[config.mk]
export PLATFORM = sky130hd
export DESIGN_NAME = s32x_video_mix
export DESIGN_NICKNAME = d
export VERILOG_FILES = /design/src/rtl/s32x_video_mix_pkg.sv /design/src/rtl/s32x_vmix_dline.sv /design/src/rtl/s32x_video_mix.sv
export SDC_FILE = /design/constraint.sdc
export NUM_CORES = 1
export LEC_CHECK = 0
export ABC_CLOCK_PERIOD_IN_PS = 6300
export CAP_MARGIN = 25
export CORE_AREA = 5 5 163 165
export DETAILED_ROUTE_END_ITERATION = 16
export DIE_AREA = 0 0 168 170
export GPL_ROUTABILITY_DRIVEN = 0
export PLACE_DENSITY = 0.74
export RECOVER_POWER = 100
export SYNTH_ARGS = -nofsm -noshare
export SYNTH_HDL_FRONTEND = slang
export SYNTH_SLANG_ARGS = --single-unit
[constraint.sdc]
create_clock -name CLK -period 6.3 [get_ports CLK]
set_input_delay 1.26 -clock CLK [delete_from_list [all_inputs] [get_ports CLK]]
set_output_delay 1.26 -clock CLK [all_outputs]
set_load 0.01 [all_outputs]
[src/rtl/s32x_video_mix_pkg.sv]
// -----------------------------------------------------------------------------
// s32x_video_mix_pkg
// Shared types and helpers for the 32X video mixer:
//   RGB888_t            : 8-bit-per-channel colour triple
//   VMIX_ENTRY_t        : one MD dot as stored in the delay line (blank flags + colour)
//   vmix_layer_t        : layer override modes used by the optional debug input
//   EXP5TO8             : 5-bit to 8-bit colour expansion
//   VMIX_DLY_DEPTH_DEF  : default MD delay-line depth in dots
// -----------------------------------------------------------------------------
package s32x_video_mix_pkg;

    localparam int VMIX_DLY_DEPTH_DEF = 8;

    typedef struct packed {
        logic [7:0] R;
        logic [7:0] G;
        logic [7:0] B;
    } RGB888_t;

    typedef struct packed {
        logic    HBLK;
        logic    VBLK;
        RGB888_t RGB;
    } VMIX_ENTRY_t;

    localparam int VMIX_ENTRY_W = $bits(VMIX_ENTRY_t);

    localparam RGB888_t RGB_BLACK = '{R: 8'h00, G: 8'h00, B: 8'h00};
    localparam RGB888_t RGB_WHITE = '{R: 8'hFF, G: 8'hFF, B: 8'hFF};

    typedef enum logic [1:0] {
        LAYER_NORMAL = 2'b00,
        LAYER_MD     = 2'b01,
        LAYER_32X    = 2'b10,
        LAYER_MASK   = 2'b11
    } vmix_layer_t;

    // Replicate the top bits into the new LSBs so full scale maps to 0xFF.
    function automatic logic [7:0] EXP5TO8(input logic [4:0] x5);
        return {x5, x5[4:2]};
    endfunction

endpackage

[src/rtl/s32x_vmix_dline.sv]
// -----------------------------------------------------------------------------
// s32x_vmix_dline
// Ring-buffer delay line advanced once per CE. DOUT is the entry written DLY
// CEs ago; DLY = 0 passes DIN straight through.
// Ports:
//   CLK, RST_N : clock, asynchronous active-low reset (clears storage + pointer)
//   CE         : advance enable, one pulse per dot
//   DLY        : delay in dots, 0..DEPTH-1
//   DIN        : entry written this CE
//   DOUT       : delayed entry (combinational, sampled by the caller on CE)
// -----------------------------------------------------------------------------
module s32x_vmix_dline #(
    parameter int  DEPTH = 8,
    parameter int  WIDTH = 26,
    localparam int AW    = $clog2(DEPTH)
)(
    input  logic             CLK,
    input  logic             RST_N,
    input  logic             CE,
    input  logic [AW-1:0]    DLY,
    input  logic [WIDTH-1:0] DIN,
    output logic [WIDTH-1:0] DOUT
);

    localparam logic [AW-1:0] PTR_ONE = AW'(1);

    logic [WIDTH-1:0] mem_r [DEPTH];
    logic [AW-1:0]    wptr_r;
    logic [AW-1:0]    rd_idx_s;

    // Read index relative to the not-yet-incremented write pointer; the
    // power-of-two depth lets the subtraction wrap for free. DLY never equals
    // DEPTH, so the slot being read is never the one being written.
    always_comb begin
        rd_idx_s = wptr_r - DLY;
        if (DLY == {AW{1'b0}}) begin
            DOUT = DIN;
        end else begin
            DOUT = mem_r[rd_idx_s];
        end
    end

    // Storage write and pointer advance on each dot.
    always_ff @(posedge CLK or negedge RST_N) begin
        if (!RST_N) begin
            for (int i = 0; i < DEPTH; i++) begin
                mem_r[i] <= {WIDTH{1'b0}};
            end
            wptr_r <= {AW{1'b0}};
        end else if (CE) begin
            mem_r[wptr_r] <= DIN;
            wptr_r        <= wptr_r + PTR_ONE;
        end
    end

endmodule

[src/rtl/s32x_video_mix.sv]
// -----------------------------------------------------------------------------
// s32x_video_mix
// Final mixing stage behind the 32X VDP. Delays the MD pixel stream by MD_DLY
// dots, picks the 32X or MD layer per dot from S32X_YSO_N, expands 32X colour
// to 8 bits, forces black in blanking and registers colour/sync/blank outputs
// one dot after the 32X inputs. S32X_ACTIVE reports whether any 32X dot was
// visible during the previous frame (frames delimited by VS_N falling edges).
//
// Ports:
//   CLK, RST_N              : clock, asynchronous active-low reset
//   CE_PIX                  : dot clock enable
//   MD_R/G/B, MD_HBLK/VBLK  : MD pixel stream and blanking
//   S32X_R/G/B (5b)         : 32X colour
//   S32X_YSO_N              : 0 = show 32X dot, 1 = show MD dot
//   S32X_HS_N / S32X_VS_N   : syncs from the VDP
//   MD_DLY                  : MD path delay in dots
//   DBG_LAYER               : layer override, only with S32X_VMIX_LAYER_DBG_EN
//   R/G/B, HS_N/VS_N,
//   HBLK/VBLK               : mixed, aligned video out
//   CE_OUT                  : CE_PIX delayed one CLK
//   S32X_ACTIVE             : a 32X dot was visible in the previous frame
//
// Optional build macro: S32X_VMIX_LAYER_DBG_EN adds the DBG_LAYER input.
// -----------------------------------------------------------------------------
module s32x_video_mix
    import s32x_video_mix_pkg::*;
#(
    parameter int  DLY_DEPTH = VMIX_DLY_DEPTH_DEF,
    localparam int DLY_AW    = $clog2(DLY_DEPTH)
)(
    input  logic              CLK,
    input  logic              RST_N,
    input  logic              CE_PIX,
    input  logic [7:0]        MD_R,
    input  logic [7:0]        MD_G,
    input  logic [7:0]        MD_B,
    input  logic              MD_HBLK,
    input  logic              MD_VBLK,
    input  logic [4:0]        S32X_R,
    input  logic [4:0]        S32X_G,
    input  logic [4:0]        S32X_B,
    input  logic              S32X_YSO_N,
    input  logic              S32X_HS_N,
    input  logic              S32X_VS_N,
    input  logic [DLY_AW-1:0] MD_DLY,
`ifdef S32X_VMIX_LAYER_DBG_EN
    input  logic [1:0]        DBG_LAYER,
`endif
    output logic [7:0]        R,
    output logic [7:0]        G,
    output logic [7:0]        B,
    output logic              HS_N,
    output logic              VS_N,
    output logic              HBLK,
    output logic              VBLK,
    output logic              CE_OUT,
    output logic              S32X_ACTIVE
);

    VMIX_ENTRY_t              md_live_s;
    VMIX_ENTRY_t              md_dly_s;
    logic [VMIX_ENTRY_W-1:0]  dline_out_s;
    RGB888_t                  x32_s;
    RGB888_t                  pick_s;
    RGB888_t                  mix_s;
    vmix_layer_t              layer_s;
    logic                     blank_s;
    logic                     hit_s;
    logic                     vs_fall_s;

    RGB888_t                  rgb_r;
    logic                     hs_n_r;
    logic                     vs_n_r;
    logic                     hblk_r;
    logic                     vblk_r;
    logic                     ce_out_r;
    logic                     seen_r;
    logic                     active_r;

    // Pack the live MD dot into a delay-line entry.
    always_comb begin
        md_live_s.HBLK  = MD_HBLK;
        md_live_s.VBLK  = MD_VBLK;
        md_live_s.RGB.R = MD_R;
        md_live_s.RGB.G = MD_G;
        md_live_s.RGB.B = MD_B;
    end

    s32x_vmix_dline #(
        .DEPTH (DLY_DEPTH),
        .WIDTH (VMIX_ENTRY_W)
    ) u_dline (
        .CLK   (CLK),
        .RST_N (RST_N),
        .CE    (CE_PIX),
        .DLY   (MD_DLY),
        .DIN   (md_live_s),
        .DOUT  (dline_out_s)
    );

    assign md_dly_s = dline_out_s;

    // Layer selection, blanking and frame-hit detection for the current dot.
    always_comb begin
        x32_s.R = EXP5TO8(S32X_R);
        x32_s.G = EXP5TO8(S32X_G);
        x32_s.B = EXP5TO8(S32X_B);

`ifdef S32X_VMIX_LAYER_DBG_EN
        layer_s = vmix_layer_t'(DBG_LAYER);
`else
        layer_s = LAYER_NORMAL;
`endif

        blank_s = md_dly_s.HBLK | md_dly_s.VBLK;
        // Hit uses the real YSO_N so debug overrides never affect S32X_ACTIVE.
        hit_s   = ~S32X_YSO_N & ~blank_s;
        // vs_n_r holds the previous dot's VS_N, so this is the falling edge.
        vs_fall_s = vs_n_r & ~S32X_VS_N;

        case (layer_s)
            LAYER_NORMAL: begin
                if (S32X_YSO_N) begin
                    pick_s = md_dly_s.RGB;
                end else begin
                    pick_s = x32_s;
                end
            end
            LAYER_MD:  pick_s = md_dly_s.RGB;
            LAYER_32X: pick_s = x32_s;
            LAYER_MASK: begin
                if (S32X_YSO_N) begin
                    pick_s = RGB_BLACK;
                end else begin
                    pick_s = RGB_WHITE;
                end
            end
            default:   pick_s = RGB_BLACK;
        endcase

        if (blank_s) begin
            mix_s = RGB_BLACK;
        end else begin
            mix_s = pick_s;
        end
    end

    // Output video register, one dot behind the 32X inputs.
    always_ff @(posedge CLK or negedge RST_N) begin
        if (!RST_N) begin
            rgb_r  <= RGB_BLACK;
            hblk_r <= 1'b1;
            vblk_r <= 1'b1;
            hs_n_r <= 1'b1;
            vs_n_r <= 1'b1;
        end else if (CE_PIX) begin
            rgb_r  <= mix_s;
            hblk_r <= md_dly_s.HBLK;
            vblk_r <= md_dly_s.VBLK;
            hs_n_r <= S32X_HS_N;
            vs_n_r <= S32X_VS_N;
        end
    end

    // Dot-enable copy for the downstream pipeline.
    always_ff @(posedge CLK or negedge RST_N) begin
        if (!RST_N) begin
            ce_out_r <= 1'b0;
        end else begin
            ce_out_r <= CE_PIX;
        end
    end

    // Per-frame visibility: a hit on the edge dot still belongs to the closing frame.
    always_ff @(posedge CLK or negedge RST_N) begin
        if (!RST_N) begin
            seen_r   <= 1'b0;
            active_r <= 1'b0;
        end else if (CE_PIX) begin
            if (vs_fall_s) begin
                active_r <= seen_r | hit_s;
                seen_r   <= 1'b0;
            end else if (hit_s) begin
                seen_r   <= 1'b1;
            end
        end
    end

    assign R           = rgb_r.R;
    assign G           = rgb_r.G;
    assign B           = rgb_r.B;
    assign HBLK        = hblk_r;
    assign VBLK        = vblk_r;
    assign HS_N        = hs_n_r;
    assign VS_N        = vs_n_r;
    assign CE_OUT      = ce_out_r;
    assign S32X_ACTIVE = active_r;

endmodule

Word level (Yosys, flattened, before mapping) --
Cells that the tools add are included.
Operators by class: muxes and demuxes 11, magnitude comparators 3, reductions and logical operators 5, bitwise logic cells 9, add/sub/neg operators 2
Operators by type and width (number):
- 208-bit bitwise mux | 1
- 26-bit two-way mux | 4
- 26-bit binary-select mux with 3-bit select | 1
- 26-bit demux with 3-bit select | 1
- 24-bit two-way mux | 2
- 4-bit >= comparator (second input constant) | 2
- 3-bit inverter with 4-bit output | 2
- 4-bit by 1-bit < comparator with 1-bit output (second input constant) | 1
- 2-bit AND reduction | 2
- 3-bit by 1-bit adder with 3-bit output (second input constant) | 1
- 3-bit zero test | 1
- 1-bit inverter | 3
- 3-bit subtractor | 1
- 1-bit AND | 2
- 1-bit two-way mux | 2
- 1-bit bitwise OR | 2
- 2-bit nonzero test | 1
- 1-bit logical AND | 1
Word-level totals: output and inout port bits 30, word-level logic and storage cells 49, flip-flop bits (word level) 242

Logic depth before layout (Yosys ltp) --
depth after elaboration 11, gate-level depth with buffers 13, depth with buffers taken out 9

By module --
From an unflattened synthesis, not the netlist that was laid out.
Second synthesis, totals: cells, all modules 737, area total of the unflattened synthesis 11429.7 µm²
By module, submodules not included:
- s32x_vmix_dline | times used 1, cells an instance 613, area each 9882.0 µm²
- s32x_video_mix | times used 1, cells an instance 124, area each 1547.7 µm²

Worst setup path after synthesis --
Ideal clock, no wire load.
path type input -> register, start in MD_DLY[0], end reg rgb_r (netlist bit G[0]), stages 10, path slack 2.652 ns, setup time 0.143 ns, arrival 3.505 ns, buffers on the path 3, data required time 6.157 ns, cells stage by stage ha_1 -> inv_1 -> fa_1 -> buf_2 -> clkbuf_1 -> clkbuf_1 -> mux4_2 -> mux2_2 -> o22ai_1 -> o32ai_1
On the way: word-level cells in the longest chain between the ends 8, elaborated cells on any way between the ends 10, those cells by class add/sub: 1; mux: 6; bitwise: 2; reduce/logical: 1
RTL lines:
- start: declaration | line s32x_video_mix.sv:45 | input logic [DLY_AW-1:0] MD_DLY,
- 3-bit subtractor | line s32x_vmix_dline.sv:35 | rd_idx_s = wptr_r - DLY;
- 3-bit inverter with 4-bit output (implied by the code) | line s32x_vmix_dline.sv:39 | DOUT = mem_r[rd_idx_s];
- 26-bit binary-select mux with 3-bit select | line s32x_vmix_dline.sv:39
- 26-bit two-way mux (implied by the code) (2 in series) | line s32x_vmix_dline.sv:39
- 26-bit two-way mux (*) | line s32x_vmix_dline.sv:36 | if (DLY == {AW{1'b0}}) begin
- 24-bit two-way mux / 1-bit bitwise OR (equally long branches) | line s32x_video_mix.sv:123, s32x_video_mix.sv:115
- 24-bit two-way mux (*) | line s32x_video_mix.sv:141 | if (blank_s) begin
- end signal: assignment | line s32x_video_mix.sv:157 | rgb_r <= mix_s;
- end: declaration | line s32x_video_mix.sv:71 | RGB888_t rgb_r;
Every way passes the cells marked *; elsewhere a longest branch is shown, timed or not. The select of a mux whose other input is x is not followed. A chain may end at the register's enable or synchronous reset.

Worst setup path in the final report --
start in MD_DLY[0], end reg rgb_r (netlist bit B[6])
The elaborated chain is that of the path after synthesis.

==> impl_results.md <==
- Mean Syn Cell Area: about 15 um2
- Min-Delay Path Class: reg -> reg
- Outcome: finished, violations left
- Root Driver: clkbuf_16
- Number of synthesized register bits: between 200 and 250
- Register area share after synthesis: 0.552
- Pre-CTS WS: between 1 and 1.5 ns
- Post-route ant nets: 0
- Post-Synth Simple-Gate Area: 0.0157
- Non-Filler Instances: ~1100
- Inst Count DP: roughly 1100
- Crit path max fanout: 29
- Layout cells sized above 1: 0.415
- Largest family of logic cells by synthesized area: multiplexers
- CTS buffer count: 26
- Die Wd: around 170 um
- Post-synthesis adder-cell area fraction: 0.00410
- Die height: between 150 and 200 um
- Power density over the cells: around 560 mW/mm2
- CP cell instances: dlygate4sd3_1 -> ha_4 -> inv_1 -> fa_1 -> mux4_2 -> mux2_1 -> mux2i_1 -> nand2b_1 -> buf_4 -> o32ai_1
- Io pins: 80
- Core area: roughly 0.025 mm2
- Distinct cell type count after synthesis: 32
- CP endpoint kind: flop
- DP Area: 0.0122 mm2
- Synth Area in Compound Gates: 0.0412
- Global-route wire length before repair: between 40000 and 50000 um
- CP max stage delay: 1.63 ns
- Slew Limit Headroom: -1.43
- CTS sink cnt: between 200 and 250
- Max Freq: 205 MHz
- Violated checks: max-capacitance violations, max-slew violations
- Mapped Area: 0.0110 mm2
- Leakage Power: roughly 5.4 nW
- Setup WS post-layout: about 1.4 ns
- Die Area: roughly 0.029 mm2
- Post-Syn Instances: between 700 and 800
- Synth Area in XOR/XNOR: 0.00376
- Met2 Use GR: 0.301
- Fin nets: between 800 and 900
- Initial antenna violation count: 0
- Iteration-0 DRC Markers: approximately 420
- I/O Buffers: 79
- Largest net degree at the start of global routing: 144
- Vias in the first global route: a little over 7000
- Total of max-cap violations: 5
- RSZ-0062 raised after global routing: false
- Fin. Hold Viols: 0
- CTS Buffer Depth: 3
- Core Util, Final: 0.520
- Max-slew violations: 255
- Worst-Skew Late Latency: about 0.52 ns
- GRT met1 Usage: 0.261
- Final period utilization: 0.775
- Worst-Margin Slew: about 3.7 ns
- Worst EP required: 6.72 ns
- Tot GR Track Use: 0.184
- Aggregate negative setup slack: 0 ns
- CTS clk-pin slew, worst paths: 0.06 ns
- DRC errors left: 0
- GR Overflow Total: 0
- Tmin final: just under 5 ns
- Mux share of post-synthesis cell area: 0.352
- Post_cts resized: 0
- YS warnings: 0
- Met3 Use GR: 0.0314
- Net Count, Synth: around 770
- Vias: 6478
- Routed length per instance: 22.7 um
- Gr busiest metal: met2
- # hold bufs at CTS: 0
- Synth area leader: dfrtp_1
- Starting Density: 0.441
- Layout Skew: ~0.0083 ns
- WHS: around 0.48 ns
- # diodes: 0
- Arr. time, crit path: 5.30 ns
- Slowest stage cell, crit path: fa_1
- Critical path class: in -> reg
- Finish-stage setup viols: 0
- Core Rows: 58
- Htree depth: 1
- Multi-input logic area: around 0.0046 mm2
- CTS tree: built
- Setup Buffers After CTS: 0
- Layout area overhead: 17.7%
- Fillcell total: 2067
- Top cells by area, synth: dfrtp_1 54%, mux2_2 24%, mux4_2 11%, o22ai_1 1.4%, inv_1 1.2%
- Yosys top cell area share: 0.542
- Vias per inst: between 5 and 6
- Detailed Place HPWL: between 15000 and 20000 um
- WL final: ~26000 um
- Pwr Total: 7.24 mW
- Post-route cell area: between 0.01 and 0.015 mm2
- First drt pass iteration count: 4
- Type of origin of the critical path: primary input
- IR drop worst, VDD: about 0.33 mV
- FF+latch area: around 0.0061 mm2
==> final cells by class <==
cell class / count / share of cell area
Inverter: 34 / 0.00987
Clock buffer: 41 / 0.0586
Timing Repair Buffer: 101 / 0.0694
Multi-Input combinational cell: 390 / 0.354
Tap cell: 330 / 0.0319
Sequential cell: 242 / 0.469
Clock inverter: 7 / 0.00716
==> synth_stat cells, drive strengths merged <==
| cell type | n |
|---|---|
| clkbuf | 33 |
| buf | 16 |
| o22ai | 24 |
| xnor3 | 1 |
| nand2 | 12 |
| mux2 | 231 |
| o221ai | 6 |
| nor3 | 3 |
| dfstp | 4 |
| inv | 34 |
| mux2i | 10 |
| nand3b | 2 |
| o31ai | 1 |
| mux4 | 52 |
| xnor2 | 1 |
| o21ai | 11 |
| nand3 | 6 |
| nand4b | 2 |
| o32ai | 18 |
| xor2 | 1 |
| nor3b | 2 |
| fa | 1 |
| nand2b | 2 |
| ha | 2 |
| dfrtp | 238 |
| nand4 | 2 |
==> placed cells by master, fill, tap and decap left out, drive strengths merged, types with 3 or more instances in the layout <==
cell type	n
buf	9
clkbuf	56
clkdlybuf4s50	46
clkinv	5
dfrtp	238
dfstp	4
dlygate4sd3	31
inv	34
mux2	231
mux2i	10
mux4	52
nand2	12
nand3	6
nor3	3
o21ai	11
o221ai	6
o22ai	24
o32ai	18
==> kinds of logic (layout without fill, tap and decap cells) <==
group                      Yosys count  count (layout)
muxes                              293             293
DFF                                242             242
buffers and inverters               83             183
AOI/OAI and AO/OA                   60              60
and+or+nand+nor                     31              31
adders and majority gates            3               3
xor gates and xnor gates             3               3
==> state kept, by name, summed over array words and instances, names as in the netlist <==
signal          cells
u_dline.wptr_r      3
VBLK                1
B                   8
R                   8
u_dline.mem_r     208
seen_r              1
CE_OUT              1
G                   8
VS_N                1
HS_N                1
S32X_ACTIVE         1
HBLK                1
==> where the power goes <==
| part | total, mW | internal [mW] | leakage [nW] | switching [mW] |
|---|---|---|---|---|
| clock network | 1.51 | 0.907 | 0.416 | 0.604 |
| registers | 2.72 | 2.32 | 2.92 | 0.402 |
| logic | 3.01 | 1.77 | 2.05 | 1.24 |
==> worst max-delay path, delay by kind of cell <==
kind	cells	cell delay, ns
fa+ha+maj	2	1.78
simple gates	1	0.07
compound gates	1	0.34
buf+inv	3	0.91
mux	3	0.91
==> routing by layer <==
metal  part of all wire  routed length, um
met5                  0                  0
met4              0.019                493
met3              0.056               1450
met2               0.48              12500
met1               0.44              11500
==> worst paths after layout <==
| check | from | endpoint | slack [ns] | depth (start not counted) |
|---|---|---|---|---|
| min reg2reg | HBLK | HBLK | 0.48 | 2 |
| max reg2reg | u_dline.wptr_r[0] | B[6] | 2.16 | 10 |
| min in group asynchronous | RST_N | u_dline.wptr_r[1] | 1.89 | 1 |
| max in group asynchronous | RST_N | u_dline.mem_r[183] | 1.81 | 2 |
| min | HBLK | HBLK | 0.48 | 2 |
| max | MD_DLY[0] | B[6] | 1.42 | 10 |
(Power assumes the default switching activity.)
